`config.mk`:
```
export PLATFORM = sky130hd
export DESIGN_NAME = bp_clint_ctrl
export DESIGN_NICKNAME = d
export VERILOG_FILES = /design/src/rtl/bp_clint_ctrl.sv
export SDC_FILE = /design/constraint.sdc
export NUM_CORES = 1
export LEC_CHECK = 0
export ABC_AREA = 1
export CORE_AREA = 2 2 207 169
export CTS_CLUSTER_DIAMETER = 30
export DETAILED_ROUTE_END_ITERATION = 6
export DIE_AREA = 0 0 209 171
export HOLD_SLACK_MARGIN = 0.06
export PLACE_DENSITY = 0.73
export SLEW_MARGIN = 20
export SYNTH_ARGS = -nofsm -noshare
export SYNTH_HDL_FRONTEND = slang
export SYNTH_SLANG_ARGS = --single-unit
```
`constraint.sdc`:
```
create_clock -name clk_i -period 2.15 [get_ports clk_i]
set_clock_uncertainty 0.1 [all_clocks]
set_input_delay 0.3225 -clock clk_i [delete_from_list [all_inputs] [get_ports clk_i]]
set_output_delay 0.3225 -clock clk_i [all_outputs]
set_load 0.05 [all_outputs]
```
`src/rtl/bp_clint_ctrl.sv`:
```
// Core-local interruptor: per-hart msip/mtimecmp, shared mtime, one-deep request/response port.
// Define BP_CLINT_PRESCALER_EN to advance mtime once every rtc_div_p clocks instead of every clock.
`timescale 1ns/1ps
module bp_clint_ctrl #(
    parameter int num_core_p    = 1,
    parameter int paddr_width_p = 56,
    parameter int rtc_div_p     = 8
) (
    input  logic                     clk_i,
    input  logic                     reset_n_i,
    input  logic                     req_v_i,
    output logic                     req_ready_o,
    input  logic                     req_w_i,
    input  logic [paddr_width_p-1:0] req_addr_i,
    input  logic [63:0]              req_data_i,
    input  logic [7:0]               req_mask_i,
    output logic                     resp_v_o,
    input  logic                     resp_yumi_i,
    output logic [63:0]              resp_data_o,
    output logic                     resp_err_o,
    output logic [num_core_p-1:0]    timer_irq_o,
    output logic [num_core_p-1:0]    soft_irq_o
);

    localparam logic [63:0] msip_base     = 64'h0000_0000_0200_0000;
    localparam logic [63:0] mtimecmp_base = 64'h0000_0000_0200_4000;
    localparam logic [63:0] mtime_addr    = 64'h0000_0000_0200_bff8;

    typedef enum logic {e_idle, e_resp} state_e;

    state_e                state_q;
    logic [63:0]           mtime_q;
    logic [63:0]           mtimecmp_q [num_core_p];
    logic [num_core_p-1:0] msip_q;
    logic [num_core_p-1:0] timer_irq_q;
    logic [63:0]           resp_data_q;
    logic                  resp_err_q;

    logic                  accept;
    logic                  wr_en;
    logic                  tick;
    logic [63:0]           addr_ext;
    logic                  hit_mtime;
    logic                  hit_any;
    logic [num_core_p-1:0] hit_msip;
    logic [num_core_p-1:0] hit_cmp;
    logic [63:0]           rd_data;

    function automatic logic [63:0] apply_mask(input logic [63:0] old_val,
                                               input logic [63:0] new_val,
                                               input logic [7:0]  mask);
        logic [63:0] r;
        r = old_val;
        for (int b = 0; b < 8; b++) begin
            if (mask[b]) r[8*b +: 8] = new_val[8*b +: 8];
        end
        return r;
    endfunction

    // Zero-extending before the compare makes any set bit above 31 a miss.
    assign addr_ext = 64'(req_addr_i);
    assign accept   = req_v_i & (state_q == e_idle);
    assign wr_en    = accept & req_w_i;

    always_comb begin
        // NOTE: every always_comb output gets a default first, so no latch is inferred.
        hit_msip  = '0;
        hit_cmp   = '0;
        rd_data   = '0;
        hit_mtime = (addr_ext == mtime_addr);
        if (hit_mtime) rd_data = mtime_q;
        for (int i = 0; i < num_core_p; i++) begin
            hit_msip[i] = (addr_ext == msip_base + 64'(4 * i));
            hit_cmp[i]  = (addr_ext == mtimecmp_base + 64'(8 * i));
            if (hit_msip[i]) rd_data = {63'd0, msip_q[i]};
            if (hit_cmp[i])  rd_data = mtimecmp_q[i];
        end
    end

    assign hit_any = hit_mtime | (|hit_msip) | (|hit_cmp);

`ifdef BP_CLINT_PRESCALER_EN
    localparam int pre_w = (rtc_div_p > 1) ? $clog2(rtc_div_p) : 1;

    logic [pre_w-1:0] prescale_q;

    assign tick = (prescale_q == pre_w'(rtc_div_p - 1));

    always_ff @(posedge clk_i or negedge reset_n_i) begin
        if (!reset_n_i) prescale_q <= '0;
        else            prescale_q <= tick ? '0 : prescale_q + pre_w'(1);
    end
`else
    localparam int unused_rtc_div = rtc_div_p;

    assign tick = 1'b1;
`endif

    always_ff @(posedge clk_i or negedge reset_n_i) begin
        if (!reset_n_i) begin
            state_q     <= e_idle;
            mtime_q     <= '0;
            msip_q      <= '0;
            timer_irq_q <= '0;
            resp_data_q <= '0;
            resp_err_q  <= 1'b0;
            // NOTE: the mtimecmp array is a handful of flops, not a RAM, so it takes the async reset.
            for (int i = 0; i < num_core_p; i++) mtimecmp_q[i] <= '1;
        end else begin
            // NOTE: state is written with <= only, so every read below sees the pre-edge value.
            case (state_q)
                e_idle: if (req_v_i) begin
                    state_q     <= e_resp;
                    resp_data_q <= req_w_i ? 64'd0 : rd_data;
                    resp_err_q  <= ~hit_any;
                end
                e_resp: if (resp_yumi_i) state_q <= e_idle;
            endcase

            // A software write to mtime overrides a tick landing on the same edge.
            if (wr_en && hit_mtime) mtime_q <= apply_mask(mtime_q, req_data_i, req_mask_i);
            else if (tick)          mtime_q <= mtime_q + 64'd1;

            for (int i = 0; i < num_core_p; i++) begin
                if (wr_en && hit_msip[i] && req_mask_i[0]) msip_q[i] <= req_data_i[0];
                if (wr_en && hit_cmp[i]) mtimecmp_q[i] <= apply_mask(mtimecmp_q[i], req_data_i, req_mask_i);
                timer_irq_q[i] <= (mtime_q >= mtimecmp_q[i]);
            end
        end
    end

    assign req_ready_o = (state_q == e_idle);
    assign resp_v_o    = (state_q == e_resp);
    assign resp_data_o = resp_data_q;
    assign resp_err_o  = resp_err_q;
    assign timer_irq_o = timer_irq_q;
    assign soft_irq_o  = msip_q;

endmodule
```
==> out/metrics.cfg <==
[status]
status=finished, final reports clean

[yosys]
synth_area_leader_cell=sky130_fd_sc_hd__dfrtp_1
postSynthNetCount=2233
netlist_top_cells_area=sky130_fd_sc_hd__dfrtp_1, sky130_fd_sc_hd__nand2_1, sky130_fd_sc_hd__dfstp_2
synth_area_per_cell_um2=6.54
total_of_warnings_raised_by_yosys=0
synth.distinct_cells=36
ys_seq_area_share_pct=37.4
synth_area_um2=13300
ys_async_sr_fraction_pct=100
ys.flop_type=sky130_fd_sc_hd__dfrtp_1
yosys.cell_count.top_type=sky130_fd_sc_hd__nand2_1
synth_cells=2035
synth_enable_flop_cells=0
postSynthRegisterBits=196
yosys.area.top_type_share_pct=24.8
top_post_synthesis_cells_by_count=sky130_fd_sc_hd__nand2_1, sky130_fd_sc_hd__nor2_1, sky130_fd_sc_hd__inv_1

[power_and_ir_drop]
switchingPower_mw=1.91
p_total_mw=7.95
worst_ir_drop_vdd_mv=0.454
combPwrFrac_pct=8.7
pwr-share-clk_pct=44.8
total_leakage_power_nw=9.00
p_seq_share_pct=46.5
power.switching_fraction_pct=24.0
pwr_density_cell_nw_per_um2=447
p_int_mw=6.04

[placement]
placed_cells=2770
placedInstanceArea_um2=17000
hpwl_um=37500
dp_slack_ps=-263
gp_routability_congestion=1.01
port_buffers=201

[clock_network]
cts_made_buffers=17
cts_max_path_buffers=2
path_clk_slew_ps=70
cts_tree=done
num_clock_sinks=196
cts_root_buffer=sky130_fd_sc_hd__clkbuf_16
clk-insertion-delay-late_ps=460
cts_htree_levels=4

[route]
postRouteWirelength_um=47600
number_of_remaining_drc_errors=0
viasPerCell=5.17
detailroute.via_count=14500
firstDrtPassIters=6
drt-wirelength-per-cell_um=17.0
drt_iter0_markers=1338
antenna_violating_nets_post_route=0

[finish]
antennaDiodeCount=0
final_layout_size_suffix_gt1_share_pct=13.3
design.final.nets=2547
areaGrowthSynthToFinish_pct=33.6
fin_cells=2803
design_area_final_um2=17800

[sta]
timing.max_slew.rel_slack_pct=48.1
clock.fmax_mhz=474
min_period_over_period_pct=98.1
finalSetupViolations=0
hold_viol=0
period_needed_ps=2110
final_critical_path_setup_slack_ps=41.5
grt_setup_unrepaired=yes
slew_viol_final=0
worst-slew-pin-transition_ps=778

[global_route]
first_global_vias=14100
groute.usage.overall_pct=26.8
grt_max_degree=67
grt_pass1_wl_um=75300
aggregate_global_routing_overflow=0
antenna_violations_before_repair=0

[critical_path]
setup.worst_path.class=reg2reg
cp.arrival_ps=2320
setup.worst_path.start_class=flip-flop
critical_path_peak_fanout=2
reg2reg_slack_ps=40
worst_setup_path_end_kind=flip-flop
cp_data_required_time_ps=2360

[floorplan]
die-height_um=171
floorplan.core_area_um2=34000
die_area_um2=35700
num_io_pins=202
start_util_pct=39.2
fp.dieW_um=209
core_rows=61

[min_path]
hp-class=in2reg

[run]
cap_viol_max_count=0

==> cells in the final DEF, fill, tap and decap left out, types with 4 or more instances in the layout <==
| master | netlist | final |
|---|---|---|
| sky130_fd_sc_hd__ha_1 | 65 | 65 |
| sky130_fd_sc_hd__nand3_1 | 170 | 168 |
| sky130_fd_sc_hd__nand2_2 | 3 | 8 |
| sky130_fd_sc_hd__nor2_4 | 2 | 8 |
| sky130_fd_sc_hd__buf_4 | 3 | 136 |
| sky130_fd_sc_hd__xnor2_1 | 6 | 6 |
| sky130_fd_sc_hd__nor2_2 | 14 | 26 |
| sky130_fd_sc_hd__dfrtp_1 | 132 | 129 |
| sky130_fd_sc_hd__nor2_1 | 288 | 270 |
| sky130_fd_sc_hd__a21oi_1 | 29 | 26 |
| sky130_fd_sc_hd__o21ai_1 | 5 | 5 |
| sky130_fd_sc_hd__bufinv_16 | 0 | 4 |
| sky130_fd_sc_hd__buf_12 | 0 | 20 |
| sky130_fd_sc_hd__dfstp_2 | 64 | 64 |
| sky130_fd_sc_hd__nand3_2 | 3 | 5 |
| sky130_fd_sc_hd__nand2_1 | 787 | 782 |
| sky130_fd_sc_hd__clkbuf_16 | 0 | 17 |
| sky130_fd_sc_hd__nand4_1 | 45 | 45 |
| sky130_fd_sc_hd__xor2_1 | 21 | 21 |
| sky130_fd_sc_hd__o21ai_0 | 113 | 113 |
| sky130_fd_sc_hd__clkdlybuf4s50_1 | 0 | 199 |
| sky130_fd_sc_hd__inv_1 | 200 | 200 |
==> layout make-up <==
cell class                      instances  area (µm²)
Clock inverter                         10         169
Tap cell                              441         552
Clock buffer                           22         464
Inverter                              206         773
Timing Repair Buffer                  358        3450
Multi-Input combinational cell       1570        7390
Fill cell                            3222       16200
Sequential cell                       196        4990
==> cells by family after synthesis <==
logic type | count (synthesis) | synth area share (%)
buf+inv | 269 | 7.92
compound gates | 152 | 5.81
flops | 196 | 37.4
simple gates | 1326 | 40.9
xor+xnor | 27 | 1.78
fa+ha+maj | 65 | 6.11
==> repair_timing <==
action,in CTS,in global routing
buffers inserted,0,0
endpoints found under the setup margin,6,51
gates resized for setup,6,30
pin swaps,0,3
hold buffers,1,0
hold endpoints to repair,27,0
==> per-layer routing <==
metal	global-route usage, %	vias to the layer above	wire, µm
li1	-	7043	-
met1	37.9	6787	22000
met2	42.7	597	20800
met3	5.08	55	3970
met4	5.87	0	803
met5	0	-	0
==> flip-flops by register name, summed over array words and instances (netlist names) <==
signal       cells
timer_irq_o      1
mtimecmp_q      64
soft_irq_o       1
resp_data_o     64
resp_v_o         1
resp_err_o       1
mtime_q         64
==> path summary, 6_finish.rpt <==
check | from | end | cells past startpoint
max in group asynchronous | reset_n_i | mtimecmp_q[5] | 3
min reg2reg | mtimecmp_q[61] | mtimecmp_q[61] | 2
max reg2reg | mtimecmp_q[57] | timer_irq_o | 10
max | mtimecmp_q[57] | timer_irq_o | 10
min | req_data_i[48] | mtimecmp_q[48] | 3
min in group asynchronous | reset_n_i | resp_data_o[1] | 2
==> power by group through the flow <==
stage / combinational (mW) / clock (mW) / sequential (mW)
after floorplan: 0.171 / 0 / 3.79
after global placement: 0.679 / 0 / 3.77
after detailed placement: 0.689 / 0 / 3.77
after CTS: 0.691 / 3.59 / 3.70
after global routing: 0.747 / 3.73 / 3.70
final: 0.692 / 3.56 / 3.70
==> through the flow <==
step | utilization [%] | TNS (ps) | hold WS, ps
floorplan | - | 0 | -73.1
global placement | 50.2 | -20150 | 229
detailed placement | 50.2 | -33810 | 239
CTS | 52.1 | 0 | 306
global route | 52.4 | -13.4 | 327
finish | 52.4 | 0 | 307
==> critical path: stages (launching register included) <==
cell and delay [ps]:
sky130_fd_sc_hd__dfstp_2 540, sky130_fd_sc_hd__inv_1 50, sky130_fd_sc_hd__ha_1 280, sky130_fd_sc_hd__nand2_1 70
sky130_fd_sc_hd__inv_1 40, sky130_fd_sc_hd__o21bai_1 170, sky130_fd_sc_hd__a21oi_1 110, sky130_fd_sc_hd__nor2_1 160
sky130_fd_sc_hd__nand2_2 120, sky130_fd_sc_hd__a21oi_2 190, sky130_fd_sc_hd__nand3_1 150
(Power assumes the default switching activity.)
